--- src/rtl/div_sequencer_if.sv ---
// Execute-stage divide handshake bundle between the pipeline and div_sequencer.
// Latency: none (wires only).
// Backpressure: divider stalls the pipeline via E_div_stall; pipeline releases results via E_ena.
//
// Signals:
//   E_div_valid / E_div_signed / E_rs_value / E_rt_value : issued divide and its operands
//   E_ena / M_except                                      : E->M advance and M-stage flush
//   E_div_stall / E_div_hi / E_div_lo / E_div_ready       : stall request and HI/LO results
// master = pipeline side, slave = divider side.
interface div_sequencer_if #(
    parameter int WIDTH = 32
) ();
    logic             E_div_valid;
    logic             E_div_signed;
    logic [WIDTH-1:0] E_rs_value;
    logic [WIDTH-1:0] E_rt_value;
    logic             E_ena;
    logic             M_except;
    logic             E_div_stall;
    logic [WIDTH-1:0] E_div_hi;
    logic [WIDTH-1:0] E_div_lo;
    logic             E_div_ready;

    modport master (
        output E_div_valid, E_div_signed, E_rs_value, E_rt_value, E_ena, M_except,
        input  E_div_stall, E_div_hi, E_div_lo, E_div_ready
    );

    modport slave (
        input  E_div_valid, E_div_signed, E_rs_value, E_rt_value, E_ena, M_except,
        output E_div_stall, E_div_hi, E_div_lo, E_div_ready
    );
endinterface

--- src/rtl/div_sequencer.sv ---
// Iterative radix-2 restoring DIV/DIVU controller for the master E slot.
// Latency: 33-cycle stall (1 issue + 32 iterations), result ready on the following cycle.
// Backpressure: holds HI/LO in DONE until E_ena; M_except aborts and drops stall the same cycle.
//
// Ports: clk, resetn (synchronous, active-low), bus (div_sequencer_if.slave).
// Optional build macro DIV_EARLY_OUT_EN: when |rt| > |rs| the divide completes from IDLE
// directly (1-cycle stall, LO=0, HI=rs); results are identical with or without it.
module div_sequencer #(
    parameter int WIDTH = 32
) (
    input  logic             clk,
    input  logic             resetn,
    div_sequencer_if.slave   bus
);
    localparam int CNT_W = $clog2(WIDTH) + 1;

    typedef enum logic [1:0] {IDLE, BUSY, DONE} state_t;

    state_t           state;
    state_t           state_nxt;

    logic [WIDTH-1:0] divisor_q;
    logic [WIDTH-1:0] rem_q;
    logic [WIDTH-1:0] quo_q;
    logic [WIDTH-1:0] hi_q;
    logic [WIDTH-1:0] lo_q;
    logic [CNT_W-1:0] cnt_q;
    logic             q_neg_q;
    logic             r_neg_q;

    function automatic logic [WIDTH-1:0] negate(input logic [WIDTH-1:0] v);
        return ~v + {{(WIDTH-1){1'b0}}, 1'b1};
    endfunction

    // Operand magnitudes; for DIVU the raw bits are used unchanged.
    logic             rs_neg;
    logic             rt_neg;
    logic [WIDTH-1:0] abs_rs;
    logic [WIDTH-1:0] abs_rt;
    logic             start;
    logic             early_out;

    assign rs_neg = bus.E_div_signed & bus.E_rs_value[WIDTH-1];
    assign rt_neg = bus.E_div_signed & bus.E_rt_value[WIDTH-1];
    assign abs_rs = rs_neg ? negate(bus.E_rs_value) : bus.E_rs_value;
    assign abs_rt = rt_neg ? negate(bus.E_rt_value) : bus.E_rt_value;
    assign start  = (state == IDLE) & bus.E_div_valid & ~bus.M_except;

`ifdef DIV_EARLY_OUT_EN
    // Divisor magnitude larger than dividend: quotient is 0, remainder is the dividend.
    assign early_out = (abs_rt > abs_rs);
`else
    assign early_out = 1'b0;
`endif

    // One restoring step. The shifted partial remainder needs WIDTH+1 bits; if its top
    // bit (rem_q MSB) is set it certainly exceeds the divisor, and the low WIDTH bits of
    // the trial difference are then exact.
    logic [WIDTH:0]   shift_hi;
    logic [WIDTH:0]   trial;
    logic             take;
    logic [WIDTH-1:0] rem_nxt;
    logic [WIDTH-1:0] quo_nxt;
    logic             last_iter;

    assign shift_hi  = {rem_q, quo_q[WIDTH-1]};
    assign trial     = shift_hi - {1'b0, divisor_q};
    assign take      = rem_q[WIDTH-1] | ~trial[WIDTH];
    assign rem_nxt   = take ? trial[WIDTH-1:0] : shift_hi[WIDTH-1:0];
    assign quo_nxt   = {quo_q[WIDTH-2:0], take};
    assign last_iter = (cnt_q == CNT_W'(WIDTH - 1));

    always_ff @(posedge clk) begin
        if (!resetn) begin
            state <= IDLE;
        end else begin
            state <= state_nxt;
        end
    end

    always_comb begin
        state_nxt = state;
        unique case (state)
            IDLE: if (start)      state_nxt = early_out ? DONE : BUSY;
            BUSY: if (last_iter)  state_nxt = DONE;
            DONE: if (bus.E_ena)  state_nxt = IDLE;
            default:              state_nxt = IDLE;
        endcase
        // Flush wins in every state; any partial result is abandoned.
        if (bus.M_except) begin
            state_nxt = IDLE;
        end
    end

    always_ff @(posedge clk) begin
        if (!resetn) begin
            divisor_q <= '0;
            rem_q     <= '0;
            quo_q     <= '0;
            hi_q      <= '0;
            lo_q      <= '0;
            cnt_q     <= '0;
            q_neg_q   <= 1'b0;
            r_neg_q   <= 1'b0;
        end else if (start) begin
            divisor_q <= abs_rt;
            quo_q     <= abs_rs;
            rem_q     <= '0;
            cnt_q     <= '0;
            q_neg_q   <= rs_neg ^ rt_neg;
            r_neg_q   <= rs_neg;
            if (early_out) begin
                // Sign-corrected |rs| is rs itself.
                lo_q <= '0;
                hi_q <= bus.E_rs_value;
            end
        end else if ((state == BUSY) && !bus.M_except) begin
            rem_q <= rem_nxt;
            quo_q <= quo_nxt;
            cnt_q <= cnt_q + CNT_W'(1);
            // Sign-correct on the way into DONE so HI/LO are plain registers there.
            if (last_iter) begin
                lo_q <= q_neg_q ? negate(quo_nxt) : quo_nxt;
                hi_q <= r_neg_q ? negate(rem_nxt) : rem_nxt;
            end
        end
    end

    // Combinational so the stall covers the issue cycle; dropped under flush or reset.
    assign bus.E_div_stall = resetn & bus.E_div_valid & ~bus.M_except &
                             ((state == IDLE) | (state == BUSY));
    assign bus.E_div_ready = (state == DONE);
    assign bus.E_div_hi    = hi_q;
    assign bus.E_div_lo    = lo_q;
endmodule

--- src/flat_wrapper.sv ---
// flat-port wrapper written by rule: the top's interface ports become plain ports
module div_sequencer_flat 
#(
    parameter int WIDTH = 32
)
  (clk, resetn, bus_E_div_valid, bus_E_div_signed, bus_E_rs_value, bus_E_rt_value, bus_E_ena, bus_M_except, bus_E_div_stall, bus_E_div_hi, bus_E_div_lo, bus_E_div_ready);
  div_sequencer_if #(.WIDTH(WIDTH)) bus_i ();
  input  logic clk;
  input  logic resetn;
  input wire logic [$bits(bus_i.E_div_valid)-1:0] bus_E_div_valid;
  input wire logic [$bits(bus_i.E_div_signed)-1:0] bus_E_div_signed;
  input wire logic [$bits(bus_i.E_rs_value)-1:0] bus_E_rs_value;
  input wire logic [$bits(bus_i.E_rt_value)-1:0] bus_E_rt_value;
  input wire logic [$bits(bus_i.E_ena)-1:0] bus_E_ena;
  input wire logic [$bits(bus_i.M_except)-1:0] bus_M_except;
  output wire logic [$bits(bus_i.E_div_stall)-1:0] bus_E_div_stall;
  output wire logic [$bits(bus_i.E_div_hi)-1:0] bus_E_div_hi;
  output wire logic [$bits(bus_i.E_div_lo)-1:0] bus_E_div_lo;
  output wire logic [$bits(bus_i.E_div_ready)-1:0] bus_E_div_ready;
  assign bus_i.E_div_valid = bus_E_div_valid;
  assign bus_i.E_div_signed = bus_E_div_signed;
  assign bus_i.E_rs_value = bus_E_rs_value;
  assign bus_i.E_rt_value = bus_E_rt_value;
  assign bus_i.E_ena = bus_E_ena;
  assign bus_i.M_except = bus_M_except;
  assign bus_E_div_stall = bus_i.E_div_stall;
  assign bus_E_div_hi = bus_i.E_div_hi;
  assign bus_E_div_lo = bus_i.E_div_lo;
  assign bus_E_div_ready = bus_i.E_div_ready;
  div_sequencer #(.WIDTH(WIDTH)) u_core (.clk(clk), .resetn(resetn), .bus(bus_i));
endmodule
--- config.mk ---
export PLATFORM = sky130hd
export DESIGN_NAME = div_sequencer_flat
export DESIGN_NICKNAME = d
export VERILOG_FILES = /design/src/rtl/div_sequencer_if.sv /design/src/rtl/div_sequencer.sv /design/src/flat_wrapper.sv
export SDC_FILE = /design/constraint.sdc
export NUM_CORES = 1
export LEC_CHECK = 0
export BUFFER_PORTS_ARGS = -buffer_cell sky130_fd_sc_hd__buf_4
export CAP_MARGIN = 5
export CORE_MARGIN = 2
export CORE_UTILIZATION = 60
export CTS_CLUSTER_DIAMETER = 40
export DETAILED_ROUTE_END_ITERATION = 7
export PLACE_DENSITY = 0.86
export SKIP_LAST_GASP = 1
export SLEW_MARGIN = 20
export SYNTH_ARGS = -nofsm -noshare
export SYNTH_HDL_FRONTEND = slang
export SYNTH_SLANG_ARGS = --single-unit
--- constraint.sdc ---
create_clock -name clk -period 6.45 [get_ports clk]
set_clock_uncertainty 0.2 [all_clocks]
set_input_delay 0.645 -clock clk [delete_from_list [all_inputs] [get_ports clk]]
set_output_delay 0.645 -clock clk [all_outputs]
set_load 0.01 [all_outputs]
==> reports/qor.yml <==
placed_design:
  placed_cell_area_um2: 12910
  gp_congestion: 0.9713
  hpwl_um: 26350
  io_buffer_count: 135
  dp_slack_ns: 1.210
critical_path:
  cp-endpoint: "u_core.bus.E_div_hi[22]$_SDFFE_PN0P_"
  ff2ff_setup_slack_ns: 1.0
  crit_fanout: 8
  startpoint: "u_core.quo_q[31]$_SDFFE_PN0P_"
  r2r_end: "u_core.bus.E_div_hi[22]$_SDFFE_PN0P_"
  critPathRequiredTime_ns: 6.57
  crit_path_start_kind: "register"
  arrival_ns: 5.57
  r2r_cells: 20
  worstSetupEndpointType: "register"
  worst_r2r_startpoint: "u_core.quo_q[31]$_SDFFE_PN0P_"
  path_class: "register to register"
floorplanning:
  initial_utilization_pct: 60.95
  io_pins: 136
  die_w_um: 144.6
  die-area_um2: 20910
  coreArea_um2: 19460
  dieHeight_um: 144.6
  core.rowCount: 51
cts:
  cts_setup_buffers: 0
  cts_made_buffers: 17
  tritoncts: "done"
  cts-htree-levels: 4
  insertion_delay_ns: 0.44
  clkSlewWorstSetupHoldPaths_ns: 0.07
  ctsResizeCount: 0
  cts.sinks: 170
  root_buffer: "clkbuf_16"
  cts.hold.buffers_added: 0
  clock_path_buffers: 2
timing:
  slew-limit-headroom_pct: 31.45
  tns_ns: 0
  layout_setup_ws_ns: 0.9992
  tightest_slew_ns: 1.028
  finalCritPeriodShare_pct: 84.51
  whs_ns: 0.1828
  finalCriticalPeriod_ns: 5.451
  rsz0062_at_grt: "no"
  setup_viol: 0
  fmax_mhz: 183.5
  drv_slew: 0
  hold_viol: 0
logic_synthesis:
  synth_flop_cell: "dfxtp_1"
  synth_top_family_by_area: "compound AO/OA/AOI/OAI gates"
  synth-compound-area-share_pct: 27.16
  synth-seq-cells: 170
  async_flop_share_pct: 0
  synthMuxAreaShare_pct: 2.668
  yosys.area_share.simple_pct: 24.04
  syn-num-nets: 1693
  synthDistinctLibCells: 89
  synth_warnings: 0
  synth_area_um2: 11860
  synth_area_per_cell_um2: 7.484
  yosysSeqAreaShare_pct: 28.69
  synth_edf_count: 0
  yosys.area_share.adder_pct: 4.071
  synth_xor_area_share_pct: 8.417
  syn_inst: 1585
cells_and_area:
  drive_gt1_share_pct: 13.06
  syn2layout_area_growth_pct: 14.28
  num_antenna_cells: 0
  final_area_um2: 13560
  final_core_util_pct: 69.66
  nets: 1764
  fillerInstances: 1638
  multiInputGateArea_um2: 7880
  regArea_um2: 3403
global_route:
  grt_pass1_vias: 10949
  grt_pass1_wl_um: 56060
  grt_overflow: 0
  grt_start_max_net_pins: 96
  grt_usage_pct: 33.93
  grt_antenna_before_repair: 0
drt:
  wirelength_um: 35650
  final_antenna_net_count: 0
  drc_errors: 0
  wl_per_cell_um: 18.43
  drt_iter0_drc: 1250
  routed_via_density: 6.394
  drt-pass1-iter-count: 7
  num_vias: 12366
job:
  cap_violations: 0
power_and_ir_drop:
  p_per_area_nw_per_um2: 240.8
  p_leak_nw: 5.130
  irDropWorstVdd_v: 0.0001687
status:
  outcome: "finished clean"
min_path:
  worst_hold_path_type: "input pin to register"
==> state kept, by name, summed over array words and instances, names as in the netlist <==
register	flops
u_core.bus.E_div_hi	32
u_core.bus.E_div_lo	32
u_core.cnt_q	6
u_core.divisor_q	32
u_core.q_neg_q	1
u_core.quo_q	32
u_core.r_neg_q	1
u_core.rem_q	32
u_core.state	2
==> worst min path at each step <==
stage	start	end	slack [ns]	cells past startpoint
after floorplan	u_core.divisor_q[18]$_SDFFE_PN0P_	u_core.divisor_q[18]$_SDFFE_PN0P_	0.23	2
after global placement	u_core.bus.E_div_hi[12]$_SDFFE_PN0P_	u_core.bus.E_div_hi[12]$_SDFFE_PN0P_	0.24	2
after detailed placement	u_core.bus.E_div_hi[14]$_SDFFE_PN0P_	u_core.bus.E_div_hi[14]$_SDFFE_PN0P_	0.25	2
after CTS	bus_M_except	u_core.state[1]$_SDFFE_PP0P_	0.18	2
after global routing	bus_M_except	u_core.state[1]$_SDFFE_PP0P_	0.18	2
final	bus_M_except	u_core.state[1]$_SDFFE_PP0P_	0.18	2
==> kinds of logic (layout without fill, tap and decap cells) <==
| family | after synthesis | after routing |
|---|---|---|
| AND/OR/NAND/NOR | 608 | 608 |
| AO/OA/AOI/OAI | 478 | 478 |
| flip-flops | 170 | 170 |
| buffers and inverters | 146 | 230 |
| XOR/XNOR | 114 | 114 |
| adder cells (fa/ha/maj) | 38 | 38 |
| multiplexers | 31 | 31 |
==> cells in the mapped netlist (5+ instances only) <==
| cell | count | area (um2) |
|---|---|---|
| xor2_1 | 75 | 656.9 |
| nor2_1 | 197 | 739.5 |
| nand2b_1 | 8 | 50.05 |
| inv_1 | 48 | 180.2 |
| a311oi_1 | 28 | 245.2 |
| a31oi_1 | 19 | 118.9 |
| ha_1 | 37 | 462.9 |
| o211ai_1 | 8 | 60.06 |
| a211oi_1 | 84 | 630.6 |
| dfxtp_1 | 170 | 3403 |
| a21o_1 | 5 | 37.54 |
| a22oi_1 | 9 | 67.56 |
| nand3_1 | 30 | 150.1 |
| or4_1 | 12 | 90.09 |
| and2_1 | 13 | 81.33 |
| xnor2_1 | 39 | 341.6 |
| o21ai_1 | 8 | 40.04 |
| o31ai_1 | 20 | 150.1 |
| o21ai_0 | 83 | 415.4 |
| a21boi_0 | 5 | 37.54 |
| nor3_1 | 34 | 170.2 |
| clkbuf_1 | 76 | 285.3 |
| nor4_1 | 24 | 150.1 |
| o311ai_0 | 7 | 61.31 |
| nand4_1 | 8 | 50.05 |
| nor2b_1 | 10 | 62.56 |
| mux2i_1 | 26 | 260.3 |
| and3_1 | 18 | 112.6 |
| or3_1 | 27 | 168.9 |
| nand2_1 | 192 | 720.7 |
| o21a_1 | 7 | 52.55 |
| buf_2 | 13 | 65.06 |
| o41ai_1 | 14 | 122.6 |
| a21oi_2 | 6 | 52.55 |
| a21oi_1 | 130 | 650.6 |
==> placed cells by master, fill, tap and decap left out, types with 19 or more instances in the layout <==
master	count
nor3_1	34
mux2i_1	26
or3_1	27
o31ai_1	20
a21oi_1	130
nor4_1	24
xor2_1	75
a311oi_1	28
nand2_1	192
ha_1	37
xnor2_1	39
inv_1	48
dfxtp_1	170
nor2_1	197
a211oi_1	84
o21ai_0	83
buf_4	148
a31oi_1	19
nand3_1	30
==> power by group <==
part	switching (mW)	internal, mW
clock	0.491	0.638
combinational	0.649	0.361
sequential	0.0421	1.08
==> worst max-delay path, stage by stage, from the launching register on <==
cell and delay, ns:
dfxtp_1 0.41, inv_1 0.08, ha_1 0.23, fa_1 0.39, nand2b_1 0.23, a21boi_4 0.25
o21ai_4 0.12, a31oi_2 0.35, or2_2 0.31, nand2_1 0.08, o21ai_0 0.16, ha_1 0.30
and3b_1 0.20, mux2i_1 0.14, or4_1 0.45, a211oi_1 0.33, a41o_1 0.36, o2111ai_1 0.22
o21ai_0 0.26, xor2_1 0.17, a21oi_1 0.08
==> per-layer routing <==
| metal | vias up | wire (um) | GRT usage [%] |
|---|---|---|---|
| met4 | 0 | 1289 | 12.77 |
| li1 | 5916 | - | - |
| met3 | 103 | 2718 | 4.503 |
| met5 | - | 0 | 0 |
| met1 | 5722 | 15570 | 46.80 |
| met2 | 625 | 16070 | 54.15 |
==> through the flow <==
stage	instances	power [mW]
3_3_place_gp	1902	2.104
4_1_cts	1934	3.231
2_1_floorplan	1585	1.867
6_report	1934	3.264
5_1_grt	1934	3.400
3_5_place_dp	1902	2.121
==> area by class of cell <==
class,count,area share (%)
Tap cell,265,2.446
Clock buffer,18,3.239
Sequential cell,170,25.10
Inverter,50,1.394
Clock inverter,14,1.495
Timing Repair Buffer,148,8.196
Multi-Input combinational cell,1269,58.13
Power figures use the tool's default switching activity.
